===== config.mk =====
export PLATFORM = sky130hd
export DESIGN_NAME = fetch_seq_flat
export DESIGN_NICKNAME = d
export VERILOG_FILES = /design/src/rtl/fetch_seq_if.sv /design/src/rtl/fetch_seq.sv /design/src/flat_wrapper.sv
export SDC_FILE = /design/constraint.sdc
export NUM_CORES = 1
export LEC_CHECK = 0
export ABC_AREA = 1
export CAP_MARGIN = 15
export CORE_MARGIN = 2
export CORE_UTILIZATION = 30
export DETAILED_ROUTE_END_ITERATION = 12
export GPL_ROUTABILITY_DRIVEN = 0
export SKIP_CTS_REPAIR_TIMING = 1
export SYNTH_ARGS = -nofsm -noshare
export SYNTH_HDL_FRONTEND = slang
export SYNTH_SLANG_ARGS = --single-unit

===== constraint.sdc =====
create_clock -name clk -period 4 [get_ports clk]
set_input_delay 0.6 -clock clk [delete_from_list [all_inputs] [get_ports clk]]
set_output_delay 0.6 -clock clk [all_outputs]
set_load 0.02 [all_outputs]

===== src/rtl/fetch_seq_if.sv =====
// Bus between the program loader / execution unit and the fetch sequencer.
// An instruction is consumed on a rising edge where inst_valid=1 and stall=0; while stall=1 inst_reg/pc hold.
interface fetch_seq_if;
  logic       prog_we;
  logic [5:0] prog_addr;
  logic [7:0] prog_data;
  logic       run;
  logic       stall;
  logic       skip;
  logic [7:0] inst_reg;
  logic       inst_valid;
  logic [5:0] pc;
  logic       halted;
  logic [1:0] state;

  modport master (
    output prog_we, prog_addr, prog_data, run, stall, skip,
    input  inst_reg, inst_valid, pc, halted, state
  );

  modport slave (
    input  prog_we, prog_addr, prog_data, run, stall, skip,
    output inst_reg, inst_valid, pc, halted, state
  );
endinterface


===== src/rtl/fetch_seq.sv =====
// Instruction fetch sequencer: 64x8 program memory, IDLE/FETCH/EXEC/HALT FSM,
// skip, GOTO (2'b11 prefix) and HALT (8'hFF) handling; state exported for debug.
module fetch_seq (
  input  logic       clk,
  input  logic       reset,
  fetch_seq_if.slave bus
);

  localparam logic [1:0] IDLE  = 2'd0;
  localparam logic [1:0] FETCH = 2'd1;
  localparam logic [1:0] EXEC  = 2'd2;
  localparam logic [1:0] HALT  = 2'd3;

  logic [1:0] state_q;
  logic [5:0] pc_q;
  logic [7:0] inst_q;
  logic [7:0] mem [0:63];

  logic       is_halt;
  logic       is_goto;
  logic       mem_wr_en;
  logic [5:0] pc_step;

  assign is_halt   = (inst_q == 8'hFF);
  assign is_goto   = (inst_q[7:6] == 2'b11) && !is_halt;
  assign mem_wr_en = bus.prog_we && ((state_q == IDLE) || (state_q == HALT));
  // 6-bit add wraps naturally, giving modulo-64 pc arithmetic.
  assign pc_step   = pc_q + (bus.skip ? 6'd2 : 6'd1);

  // Program memory has no reset so its contents survive a reset pulse.
  always_ff @(posedge clk) begin
    if (mem_wr_en) begin
      mem[bus.prog_addr] <= bus.prog_data;
    end
  end

  always_ff @(posedge clk or negedge reset) begin
    if (!reset) begin
      state_q <= IDLE;
      pc_q    <= 6'd0;
      inst_q  <= 8'h00;
    end else begin
      case (state_q)
        IDLE: begin
          if (bus.run) begin
            pc_q    <= 6'd0;
            state_q <= FETCH;
          end
        end
        FETCH: begin
          inst_q  <= mem[pc_q];
          state_q <= EXEC;
        end
        EXEC: begin
          if (is_halt) begin
            state_q <= HALT;
          end else if (is_goto) begin
            pc_q    <= inst_q[5:0];
            state_q <= FETCH;
          end else if (!bus.stall) begin
            pc_q    <= pc_step;
            state_q <= FETCH;
          end
        end
        HALT: begin
          if (bus.run) begin
            pc_q    <= 6'd0;
            state_q <= FETCH;
          end
        end
        default: state_q <= IDLE;
      endcase
    end
  end

  assign bus.inst_reg   = inst_q;
  assign bus.inst_valid = (state_q == EXEC) && !is_halt && !is_goto;
  assign bus.pc         = pc_q;
  assign bus.halted     = (state_q == HALT);
  assign bus.state      = state_q;

endmodule


===== src/flat_wrapper.sv =====
// flat-port wrapper written by rule: the top's interface ports become plain ports
module fetch_seq_flat 
  (clk, reset, bus_prog_we, bus_prog_addr, bus_prog_data, bus_run, bus_stall, bus_skip, bus_inst_reg, bus_inst_valid, bus_pc, bus_halted, bus_state);
  fetch_seq_if bus_i ();
  input  logic clk;
  input  logic reset;
  input wire logic [$bits(bus_i.prog_we)-1:0] bus_prog_we;
  input wire logic [$bits(bus_i.prog_addr)-1:0] bus_prog_addr;
  input wire logic [$bits(bus_i.prog_data)-1:0] bus_prog_data;
  input wire logic [$bits(bus_i.run)-1:0] bus_run;
  input wire logic [$bits(bus_i.stall)-1:0] bus_stall;
  input wire logic [$bits(bus_i.skip)-1:0] bus_skip;
  output wire logic [$bits(bus_i.inst_reg)-1:0] bus_inst_reg;
  output wire logic [$bits(bus_i.inst_valid)-1:0] bus_inst_valid;
  output wire logic [$bits(bus_i.pc)-1:0] bus_pc;
  output wire logic [$bits(bus_i.halted)-1:0] bus_halted;
  output wire logic [$bits(bus_i.state)-1:0] bus_state;
  assign bus_i.prog_we = bus_prog_we;
  assign bus_i.prog_addr = bus_prog_addr;
  assign bus_i.prog_data = bus_prog_data;
  assign bus_i.run = bus_run;
  assign bus_i.stall = bus_stall;
  assign bus_i.skip = bus_skip;
  assign bus_inst_reg = bus_i.inst_reg;
  assign bus_inst_valid = bus_i.inst_valid;
  assign bus_pc = bus_i.pc;
  assign bus_halted = bus_i.halted;
  assign bus_state = bus_i.state;
  fetch_seq u_core (.clk(clk), .reset(reset), .bus(bus_i));
endmodule

=== Word level (Yosys, flattened, before mapping) ===
Memory sizes are Yosys's and may differ from the RTL's. A register that Yosys moved wholly into a read port is not among the register bits.
Index checks and enable logic that the tools add are counted.

* Bitwise gates (word level): 0
* Multiply operators: 0
* Div/mod/pow operators: 0
* Shift-type cells: 0
* Add/sub/neg operators: 1
* Reductions and logical operators: 13
* Muxes and demuxes: 13
* Order comparisons: 0
* Eq/ne operators: 9

{| class="wikitable"
|+ Operator list
! kind !! number
|-
| 2-to-1 mux 6 bit || 4
|-
| case mux 6 bit (2 select lines) || 1
|-
| 2-to-1 mux 2 bit || 5
|-
| == test 8 bit, second input constant || 1
|-
| adder 6 bit || 1
|-
| == test 2 bit, second input constant || 3
|-
| case mux 2 bit (3 select lines) || 1
|-
| logical AND 1 bit || 4
|-
| != test 4 x 2 -> 1 bit, second input constant || 1
|-
| AND reduction 4 bit || 1
|-
| zero test 1 bit || 3
|-
| != test 3 x 2 -> 1 bit, second input constant || 1
|-
| == test 2 x 1 -> 1 bit, second input constant || 1
|-
| zero test 2 bit || 1
|-
| 2-to-1 mux 1 bit || 2
|-
| != test 2 x 1 -> 1 bit, second input constant || 1
|-
| != test 2 bit, second input constant || 1
|-
| AND reduction 2 bit || 1
|-
| nonzero test 2 bit || 1
|-
| OR reduction 2 bit || 1
|-
| logical OR 1 bit || 1
|}

* RAM bits: 512
* Memories: 1
* Flip-flop bits (word level): 8
* Bits in read-only memories: 0
* Output and inout port bits: 18
* Bits of input ports: 20
* Logic and storage cells: 39
* Latch bits: 0

{| class="wikitable"
|+ Memory list
! name !! words !! bits a word !! rd ports !! clocked after memory_dff !! wr ports !! RTL line !! RTL
|-
| u_core.mem || 64 || 8 || 1 || 1 || 1 || fetch_seq.sv:17 || <nowiki>logic [7:0] mem [0:63];</nowiki>
|}

=== Longest topological paths before layout ===
* Depth in word-level cells: 6
* Gate-level depth with buffers: 14
* Gate-level depth less buffers: 11

=== Worst setup path before layout ===
Ideal clock, no wire load.

* Path type: register to register
* Start: reg u_core.state_q[0], in the netlist u_core.bus.state[0]
* End: mem u_core.mem[0][0] (enable)
* Period minus slack after synthesis: 2.093 ns
* Arrival time: 1.723 ns
* Path slack: 1.907 ns
* Stages on the path, launching flop included: 7
* Data required time: 3.629 ns
* Setup time: 0.371 ns
* Path buffers: 0
* Path through: dfrtp_1 -> inv_1 -> ha_1 -> nand2_1 -> inv_1 -> nand4_1 -> nor2_1

* Word-level cells in the longest chain between the ends: 5
* Elaborated cells between the ends (all ways): 6
* Those cells by class: eq/ne (1); mux (2); reduce/logical (3)

{| class="wikitable"
|+ Ends and longest elaborated chain
! what !! RTL line !! RTL
|-
| from (decl) || fetch_seq.sv:14 || <nowiki>logic [1:0] state_q;</nowiki>
|-
| from (signal assigned) || fetch_seq.sv:39 || <nowiki>state_q <= IDLE;</nowiki>
|-
| from (signal assigned) || fetch_seq.sv:47 || <nowiki>state_q <= FETCH;</nowiki>
|-
| from (signal assigned) || fetch_seq.sv:52 || <nowiki>state_q <= EXEC;</nowiki>
|-
| == test 2 bit / zero test 2 bit (equally long branches) || fetch_seq.sv:26 || <nowiki>assign mem_wr_en = bus.prog_we && ((state_q == IDLE) || (state_q == HALT));</nowiki>
|-
| logical OR 1 bit * || fetch_seq.sv:26 ||
|-
| logical AND 1 bit * || fetch_seq.sv:26 ||
|-
| 2-to-1 mux 1 bit * || fetch_seq.sv:32 || <nowiki>if (mem_wr_en) begin</nowiki>
|-
| 2-to-1 mux 1 bit (not written as such) * || fetch_seq.sv:33 || <nowiki>mem[bus.prog_addr] <= bus.prog_data;</nowiki>
|-
| to (decl) || fetch_seq.sv:17 ||
|}

Every way passes the cells marked *; elsewhere a longest branch is shown, timed or not.

==> summary.md <==
| Metric | Value |
|---|---|
| I/O pins | `38` |
| Synth cell count leaders | `nand2_1 (732), edfxtp_1 (512), nand3_1 (285)` |
| Finished Layout Cells | `3198` |
| Synth unique cells | `24` |
| CP Class | `flip-flop to flip-flop` |
| Die Height | `278 µm` |
| GRT met1 Usage | `0.222` |
| FILL cells | `7373` |
| # nets final | `2209` |
| Area after DPL | `24200 µm²` |
| FF+latch area | `15800 µm²` |
| Die area | `77100 µm²` |
| Top Usage Layer GRT | `met2` |
| Power Internal | `10.2 mW` |
| Final Instance Area | `26000 µm²` |
| Die width | `278 µm` |
| R2r setup slk | `1220 ps` |
| Avg Cell Area, Syn | `10.7 µm²` |
| Worst path max stage delay | `680 ps` |
| Setup_tns | `0 ps` |
| Status | `completed` |
| Critical path cell sequence | `inv_4 > nand3_1 > nand3_1 > nand2_1 > nor2_1 > nand2_1 > nand3_1 > nand2_1 > nand2_1 > nand2_1` |
| Tmin final | `2780 ps` |
| Final Cycle Share | `0.696` |
| Actual slew at the worst max-slew pin | `1160 ps` |
| Remaining DRCs | `0` |
| Synth Cell Area | `22500 µm²` |
| Global-route wire length before repair | `92900 µm` |
| Vias | `15500` |
| Yosys reg bits | `528` |
| Max Freq | `359 MHz` |
| Gr usage total | `0.158` |
| Critical Path End Type | `flip-flop` |
| Count of final setup violators | `0` |
| Reg2reg start | `u_core.bus.pc[1]$_DFFE_PN0P_` |
| Placed cells | `3095` |
| Sw Pwr | `5.37 mW` |
| GRT Residual Overflow | `0` |
| Max Cap Violations | `0` |
| Crit path launch type | `flip-flop` |
| Number of flip-flops under the largest register name | `512` |
| DP HPWL | `38600 µm` |
| Core area | `74300 µm²` |
| Max rail drop VDD | `396 µV` |
| Final Hold Vio Count | `0` |
| Final Util | `0.350` |
| Clock-pin transition on the worst setup and hold timing paths | `60 ps` |
| Leakage power | `10.0 nW` |
| Relative slew slack | `0.224` |
| Clock Power Share | `0.317` |
| Vias in the first global route | `15000` |
| Number of I/O port buffers | `37` |
| Worst EP required | `4490 ps` |
| Most frequent CP cell | `nand2_1` |
| Logic pwr share | `0.274` |
| Switching portion of total power | `0.345` |
| Starting density of the core | `0.302` |
| Row cnt | `100` |
| Count leader, synth | `nand2_1` |
| Max clock buf depth | `3` |
| FF-to-FF End | `u_core.bus.inst_reg[0]$_DFFE_PN0N_` |
| Synth Flop Type | `edfxtp_1` |
| ANT nets after route | `0` |
| Synth area leaders | `edfxtp_1 (68%), nand2_1 (12%), nand3_1 (6.4%), inv_1 (3.0%), nor2_1 (2.5%)` |
| CP Data Arrival Time | `3280 ps` |
| CTS Sinks | `528` |
| Reg2reg path depth | `10` |
| Worst Setup SP | `u_core.bus.pc[1]$_DFFE_PN0P_` |
| Routed wire length | `61700 µm` |
| Global Route met3 Usage | `0.0227` |
| Slew Viols, Final | `0` |
| Area grow syn2layout | `15.8%` |
| Worst setup path endpoint | `u_core.bus.inst_reg[0]$_DFFE_PN0N_` |
| Post-Synthesis Cells | `2095` |
| Critical Path Fanout Max | `63` |
| Drt first pass iters | `6` |
| Synth Warn # | `0` |
| Initial antenna violation count | `1` |
| Number of CTS-inserted buffers | `54` |
| Area of the multi-input gates | `5430 µm²` |
| RSZ-0062 raised after global routing | `no` |
| CTS tree | `built` |
| Area leader, netlist | `edfxtp_1` |
| Post-Synthesis Net Count | `2121` |
| Number of DRC markers in iteration 0 | `1992` |
| Worst min path class | `input pin to flip-flop` |
| Global routing usage on met2 | `0.252` |
| Seq pwr share | `0.409` |
| Clk_lat worst skew | `620 ps` |
| Share of layout cells above drive strength 1 | `0.0884` |
| H-tree depth | `2` |
| Largest net degree at the start of global routing | `169` |
| CP max-delay cell | `dfrtp_4` |
| Seq/Total Area, Yosys | `0.702` |
| Number of synthesized flops with an enable pin | `512` |
| Clock tree root driver cell | `clkbuf_16` |
| Pwr dens | `598 nW/µm²` |
| DR vias/cell | `4.84` |
| Total Power | `15.6 mW` |
| Post-synth ARST share | `0.0303` |
| Wire length per cell | `19.3 µm` |
| Setup Skew | `22.9 ps` |
| Yosys top cell area share | `0.685` |
## stage by stage
stage	hold WS (ps)	worst slack, ps
5_1_grt	409	1040
4_1_cts	395	1200
3_3_place_gp	548	1190
2_1_floorplan	304	1910
6_report	405	1220
3_5_place_dp	575	1170
## area by class of cell
class,instances,share of cell area
Sequential cell,528,0.607
Multi-Input combinational cell,1278,0.209
Clock buffer,66,0.0553
Tap cell,969,0.0466
Timing Repair Buffer,138,0.0441
Inverter,183,0.0267
Clock inverter,35,0.0116
Antenna cell,1,0.0000962
## worst min-delay path by stage
stage / startpoint / slack [ps] / cells past startpoint / end
global placement: u_core.bus.state[0]$_DFFE_PN0P_ / 550 / 2 / u_core.bus.state[0]$_DFFE_PN0P_
floorplan: reset / 300 / 0 / u_core.bus.inst_reg[0]$_DFFE_PN0N_
detailed placement: u_core.bus.state[0]$_DFFE_PN0P_ / 570 / 2 / u_core.bus.state[0]$_DFFE_PN0P_
CTS: bus_prog_data[3] / 390 / 1 / u_core.mem[44][3]$_DFFE_PP_
finish: bus_prog_data[3] / 400 / 1 / u_core.mem[46][3]$_DFFE_PP_
global route: bus_prog_data[3] / 410 / 1 / u_core.mem[44][3]$_DFFE_PP_
## placed cells by master (no fill, tap or decap), types with 2 or more instances in the layout
master	Yosys	routed
a21oi_1	36	36
buf_12	0	3
buf_2	53	8
buf_4	17	97
bufinv_16	0	4
clkbuf_1	27	9
clkbuf_16	0	55
clkbuf_8	0	2
clkdlybuf4s50_1	0	29
clkinv_1	4	14
clkinv_2	0	12
clkinv_8	0	2
clkinvlp_4	0	3
dfrtp_1	16	14
dfrtp_4	0	2
edfxtp_1	512	512
ha_1	5	5
inv_1	178	178
inv_6	0	3
nand2_1	732	732
nand3_1	285	285
nand4_1	10	10
nor2_1	150	150
o211ai_1	24	24
o21ai_0	25	25
o22ai_1	5	5
or2_2	2	2
## logic make-up after synthesis
family,synth area share
AND/OR/NAND/NOR,0.215
flip-flops,0.702
buffers and inverters,0.0555
AO/OA/AOI/OAI,0.0233
adder cells (fa/ha/maj),0.00368
XOR/XNOR,0.000390
## metal layers
layer / wire [µm] / part of all wire
met3: 4480 / 0.072
met4: 1370 / 0.022
met2: 28600 / 0.46
met5: 0 / 0
met1: 27300 / 0.44
## worst max-delay path, delay by kind of cell (launching register included)
family	cells	cell delay [ps]
buffers and inverters	1	590
and+or+nand+nor	9	1320
DFF	1	680
## power by group through the flow
stage                     registers (mW)  logic (mW)  clock network [mW]
after floorplan                     6.45        2.70                   0
final                               6.37        4.26                4.94
after global placement              6.48        4.16                   0
after CTS                           6.37        4.19                5.03
after detailed placement            6.49        4.17                   0
after global routing                6.38        4.64                5.24
Power figures use the tool's default switching activity.
